[config.mk]
export PLATFORM = sky130hd
export DESIGN_NAME = calc_entry_ctrl
export DESIGN_NICKNAME = d
export VERILOG_FILES = /design/src/rtl/calc_pkg.sv /design/src/rtl/calc_entry_ctrl.sv
export SDC_FILE = /design/constraint.sdc
export NUM_CORES = 1
export LEC_CHECK = 0
export CAP_MARGIN = 20
export CORE_ASPECT_RATIO = 0.7
export CORE_MARGIN = 8
export CORE_UTILIZATION = 47
export DETAILED_ROUTE_END_ITERATION = 8
export PLACE_DENSITY_LB_ADDON = 0.15
export SETUP_SLACK_MARGIN = 0.02
export SLEW_MARGIN = 15
export SYNTH_ARGS = -nofsm -noshare
export SYNTH_HDL_FRONTEND = slang
export SYNTH_SLANG_ARGS = --single-unit
export TNS_END_PERCENT = 1
[constraint.sdc]
create_clock -name clk -period 2.2 [get_ports clk]
set_input_delay 0.44 -clock clk [delete_from_list [all_inputs] [get_ports clk]]
set_output_delay 0.44 -clock clk [all_outputs]
set_load 0.01 [all_outputs]
[src/rtl/calc_pkg.sv]
// calc_pkg: key codes, ALU op codes and sequencer state encoding shared by the calculator datapath.
package calc_pkg;

    localparam logic [3:0] KEY_ADD = 4'd4;
    localparam logic [3:0] KEY_SUB = 4'd5;
    localparam logic [3:0] KEY_MUL = 4'd6;
    localparam logic [3:0] KEY_EQ  = 4'd7;
    localparam logic [3:0] KEY_CLR = 4'd8;

    localparam logic [1:0] OP_ADD = 2'd0;
    localparam logic [1:0] OP_SUB = 2'd1;
    localparam logic [1:0] OP_MUL = 2'd2;

    typedef enum logic [2:0] {
        IDLE   = 3'd0,
        GOT_A  = 3'd1,
        GOT_OP = 3'd2,
        GOT_B  = 3'd3,
        EXEC   = 3'd4,
        SHOW   = 3'd5
    } state_e;

endpackage

[src/rtl/calc_entry_ctrl.sv]
// calc_entry_ctrl: keypad-entry sequencer feeding a combinational 2-bit ALU and capturing its result.
module calc_entry_ctrl
    import calc_pkg::*;
#(
    parameter int SHOW_CYCLES = 0,
    parameter int CNT_W       = 16
) (
    input  logic       clk,
    input  logic       rst_n,
    input  logic       key_valid,
    output logic       key_ready,
    input  logic [3:0] key_code,
    output logic [1:0] alu_a,
    output logic [1:0] alu_b,
    output logic [1:0] alu_op,
    input  logic [3:0] alu_result,
    input  logic       alu_status,
    output logic [3:0] result,
    output logic       status,
    output logic       result_valid,
    output logic       err,
    output logic [2:0] state_dbg
);

    state_e           state_q, state_d;
    logic [1:0]       a_q, a_d, b_q, b_d, op_q, op_d;
    logic [3:0]       res_q, res_d;
    logic             sts_q, sts_d, err_q, err_d;
    logic [CNT_W-1:0] cnt_q, cnt_d;
    logic             acc, is_dig, is_op, is_eq, is_clr, is_bad, timeout;

    assign key_ready    = state_q != EXEC;
    assign acc          = key_valid && key_ready;
    assign is_dig       = key_code < KEY_ADD;
    assign is_op        = key_code >= KEY_ADD && key_code <= KEY_MUL;
    assign is_eq        = key_code == KEY_EQ;
    assign is_clr       = key_code == KEY_CLR;
    assign is_bad       = key_code > KEY_CLR;
    // >= rather than == so a key accepted on the last hold cycle only defers the timeout
    assign timeout      = SHOW_CYCLES > 0 && state_q == SHOW && cnt_q >= CNT_W'(SHOW_CYCLES - 1);

    assign alu_a        = a_q;
    assign alu_b        = b_q;
    assign alu_op       = op_q;
    assign result       = res_q;
    assign status       = sts_q;
    assign result_valid = state_q == SHOW;
    assign err          = err_q;
    assign state_dbg    = state_q;

    always_comb begin
        state_d = state_q;
        a_d     = a_q;
        b_d     = b_q;
        op_d    = op_q;
        res_d   = res_q;
        sts_d   = sts_q;
        err_d   = 1'b0;
        if (acc && is_clr) begin
            state_d = IDLE;
            a_d     = '0;
            b_d     = '0;
            op_d    = OP_ADD;
            res_d   = '0;
            sts_d   = 1'b0;
        end else if (acc && is_bad) begin
            err_d = 1'b1;
        end else if (acc) begin
            case (state_q)
                IDLE:    if (is_dig) begin a_d = key_code[1:0]; state_d = GOT_A; end
                         else err_d = 1'b1;
                GOT_A:   if (is_dig) a_d = key_code[1:0];
                         else if (is_op) begin op_d = 2'(key_code - KEY_ADD); state_d = GOT_OP; end
                         else err_d = 1'b1;
                GOT_OP:  if (is_op) op_d = 2'(key_code - KEY_ADD);
                         else if (is_dig) begin b_d = key_code[1:0]; state_d = GOT_B; end
                         else err_d = 1'b1;
                GOT_B:   if (is_dig) b_d = key_code[1:0];
                         else if (is_eq) state_d = EXEC;
                         else err_d = 1'b1;
                SHOW:    if (is_dig) begin a_d = key_code[1:0]; b_d = '0; op_d = OP_ADD; state_d = GOT_A; end
                         else err_d = 1'b1;
                default: ;
            endcase
        end else if (state_q == EXEC) begin
            res_d   = alu_result;
            sts_d   = alu_status;
            state_d = SHOW;
        end else if (timeout) begin
            state_d = IDLE;
        end
        cnt_d = state_q == EXEC ? '0
              : (state_q == SHOW && state_d == SHOW) ? cnt_q + CNT_W'(1)
              : cnt_q;
    end

    always_ff @(posedge clk or negedge rst_n) begin
        if (!rst_n) begin
            state_q <= IDLE;
            a_q     <= '0;
            b_q     <= '0;
            op_q    <= '0;
            res_q   <= '0;
            sts_q   <= 1'b0;
            err_q   <= 1'b0;
            cnt_q   <= '0;
        end else begin
            state_q <= state_d;
            a_q     <= a_d;
            b_q     <= b_d;
            op_q    <= op_d;
            res_q   <= res_d;
            sts_q   <= sts_d;
            err_q   <= err_d;
            cnt_q   <= cnt_d;
        end
    end

endmodule
==> summary.txt <==
Setup path
  • Cells on worst reg2reg path: 6
  • Critical path's top delay family: buffers and inverters
  • Critical Path AT: approximately 1.6 ns
  • R2r setup slk: 0.47 ns
  • CP max-delay cell: clkdlybuf4s50_1
  • CP bufs+invs: 2
  • Crit path launch type: flop
  • Critical Path End Type: primary output
  • CP cell instances: inv_2 > nand3_4 > clkdlybuf4s50_1
  • Worst r2r src: state_dbg[0]$_DFFE_PN0P_
  • Critical path type: flop to primary output
  • CP required: 1.76 ns
  • Max stage delay on crit path: 0.54 ns
  • Critical Path Start: state_dbg[1]$_DFFE_PN0P_
  • Max Fanout on Critical Path: 10
  • R2r endpoint: state_dbg[2]$_DFFE_PN0P_

Routing
  • # DRC: 0
  • Routed via count: 990
  • Routed WL: 2.94 mm
  • Drt pass-1 iters: 4
  • WL/cell: roughly 16 µm
  • Vias per cell: 5.56
  • Iter 0 DRT Violations: 61
  • Post-route ant nets: 0

STA
  • # setup viols final: 0
  • RSZ-0062 raised after global routing: no
  • Clock Skew: 0.00388 ns
  • Final Critical Period: just over 2 ns
  • Slew @ Worst Pin: between 0.6 and 0.7 ns
  • Hold Violations, Final: 0
  • Final critical-path share of the clock period: 93.9%
  • FMAX: 484 MHz
  • Slew HR: 54.9%
  • Slew Limit Fails: 0

Clock tree
  • Clock Latency Late Sink: between 0.2 and 0.3 ns
  • Number of setup buffers added after CTS: 0
  • CTS tree: yes
  • CTS hold repair buffers: 0
  • Longest Clk Path Bufs: 2
  • TritonCTS Sinks: 15
  • H-tree depth: 1
  • Resized Gates After CTS: 0
  • Root Buffer: clkbuf_4
  • CTS Buf Count: 3
  • Worst-path clk slew: ~0.090 ns

Synthesis
  • Register bit count reported by yosys: 15
  • Synth Warn #: 0
  • Cell variety after synth: 49
  • Cells after Synth: 107
  • Main synth FF type: dfrtp_1
  • Syn nets: between 100 and 150
  • Synth area leader: dfrtp_1
  • Post-synth EDFFs: 0
  • Synth top area cells: dfrtp_1, mux2i_1, mux2_2
  • Sequential fraction of the synthesis area: around 35%
  • Yosys top cell area share: 35.5%
  • Asr flop ratio synth: 100%
  • Avg Cell Area, Syn: 9.89 µm²
  • Synthesized area: 1060 µm²

Hold path
  • Hold endpoint: alu_a[0]$_DFFE_PN0P_
  • Hold Path Depth: 1
  • Hold Path Origin: alu_a[0]$_DFFE_PN0P_
  • Hold Path Class: flop to flop

Global routing
  • Total grt overflow: 0
  • GRT Util Overall: 15.1%
  • Vias in the first global route: 1,003
  • Largest net degree at the start of global routing: 16
  • First-pass GRT wire length: 4.89 mm
  • Initial antenna violation count: 0

Layout
  • Commonest non-fill, non-tap cell in the layout: clkdlybuf4s50_1
  • Final #Nets: 159
  • Area grow syn2layout: 38.5%
  • Non-filler cells, final: approximately 180
  • Final core occ: 68.6%
  • Ant. Diodes: 0
  • Share of layout cells above drive strength 1: 26.7%
  • Commonest non-fill, non-tap cells in the layout: clkdlybuf4s50_1, dfrtp_1, buf_4

Floorplan
  • Num ports: 29
  • Core footprint: 2140 µm²
  • Die span in y: between 50 and 60 µm
  • Total Die Area: 4050 µm²
  • FP Rows: 14
  • Chip width: roughly 73 µm
  • Initial Utilization: about half

Placed design
  • Routability cong.: 0.947
  • DP Wirelength: roughly 2.3 mm
  • Port Buffers: 28
  • Placed insts: 174

Pwr
  • Max VDD drop: 548 µV
  • Pwr/cell area: 1130 nW/µm²
  • Leakage power: 0.629 nW

Run status
  • Outcome: complete, no violations

Flow run
  • Max-cap violation count: 0
how the worst max path moves through the flow:
stage / slack [ns] / depth (start not counted) / end
floorplan: 0.48 / 6 / alu_b[0]$_DFFE_PN0P_
global placement: -0.07 / 7 / state_dbg[2]$_DFFE_PN0P_
detailed placement: -0.09 / 7 / state_dbg[2]$_DFFE_PN0P_
CTS: 0.13 / 3 / key_ready
global route: 0.05 / 3 / key_ready
finish: 0.13 / 3 / key_ready
metrics by stage:
step           setup slack [ns]  instance area, µm²  TNS, ns  power [mW]  hold slack, ns
3_3_place_gp            -0.0712                1440   -0.229        1.47           0.471
2_1_floorplan             0.484                1060        0        1.03           0.144
4_1_cts                   0.125                1470        0        1.67           0.525
6_report                  0.134                1470        0        1.66           0.517
5_1_grt                  0.0538                1470        0        1.77           0.540
3_5_place_dp            -0.0941                1440   -0.458        1.50           0.499
flip-flops by register name, summed over array words and instances (netlist names):
| register | cells |
|---|---|
| alu_a | 2 |
| alu_b | 2 |
| alu_op | 2 |
| err | 1 |
| result | 4 |
| state_dbg | 3 |
| status | 1 |
power by group:
part           internal (mW)  leakage (nW)  total (mW)  switching, mW
Combinational          0.526         0.432        1.03          0.506
Clock                 0.0704        0.0150       0.159         0.0886
Sequential             0.392         0.182       0.465         0.0729
Total                  0.988         0.629        1.66          0.667
cells in the mapped netlist (2+ instances only):
cell	n
dfrtp_1	15
inv_1	2
nor2_1	11
inv_2	2
nor2b_1	2
nand2_1	5
o21ai_0	3
mux2i_1	5
mux2_1	2
or2_2	2
a21oi_2	3
o21a_1	2
o31ai_1	2
mux2_2	4
nand2b_1	3
a21boi_1	2
a21oi_1	3
nand3_1	4
buf_2	4
nor4_1	2
cell families (layout without fill, tap and decap cells):
family | count (synthesis) | count (layout) | share of synthesized area [%]
xor gates and xnor gates | 1 | 1 | 0.828
and+or+nand+nor | 40 | 40 | 23.5
DFF | 15 | 15 | 35.5
AOI/OAI and AO/OA | 29 | 29 | 23.5
buffers and inverters | 11 | 50 | 5.56
muxes | 11 | 11 | 11.1
layout make-up:
cell class | count | area [µm²]
fill | 195 | 671
multi-input combinational | 81 | 624
timing repair buffer | 42 | 385
sequential | 15 | 375
tap | 32 | 40.0
clock buffer | 4 | 26.3
inverter | 4 | 15.0
routing by layer:
metal	vias up	track usage [%]	routed length [µm]
met3	6	5.40	297
met4	0	5.68	49
li1	473	-	-
met1	458	19.5	1300
met5	-	0	0
met2	53	22.1	1290
Note: power is estimated with default switching activity, not from simulation.
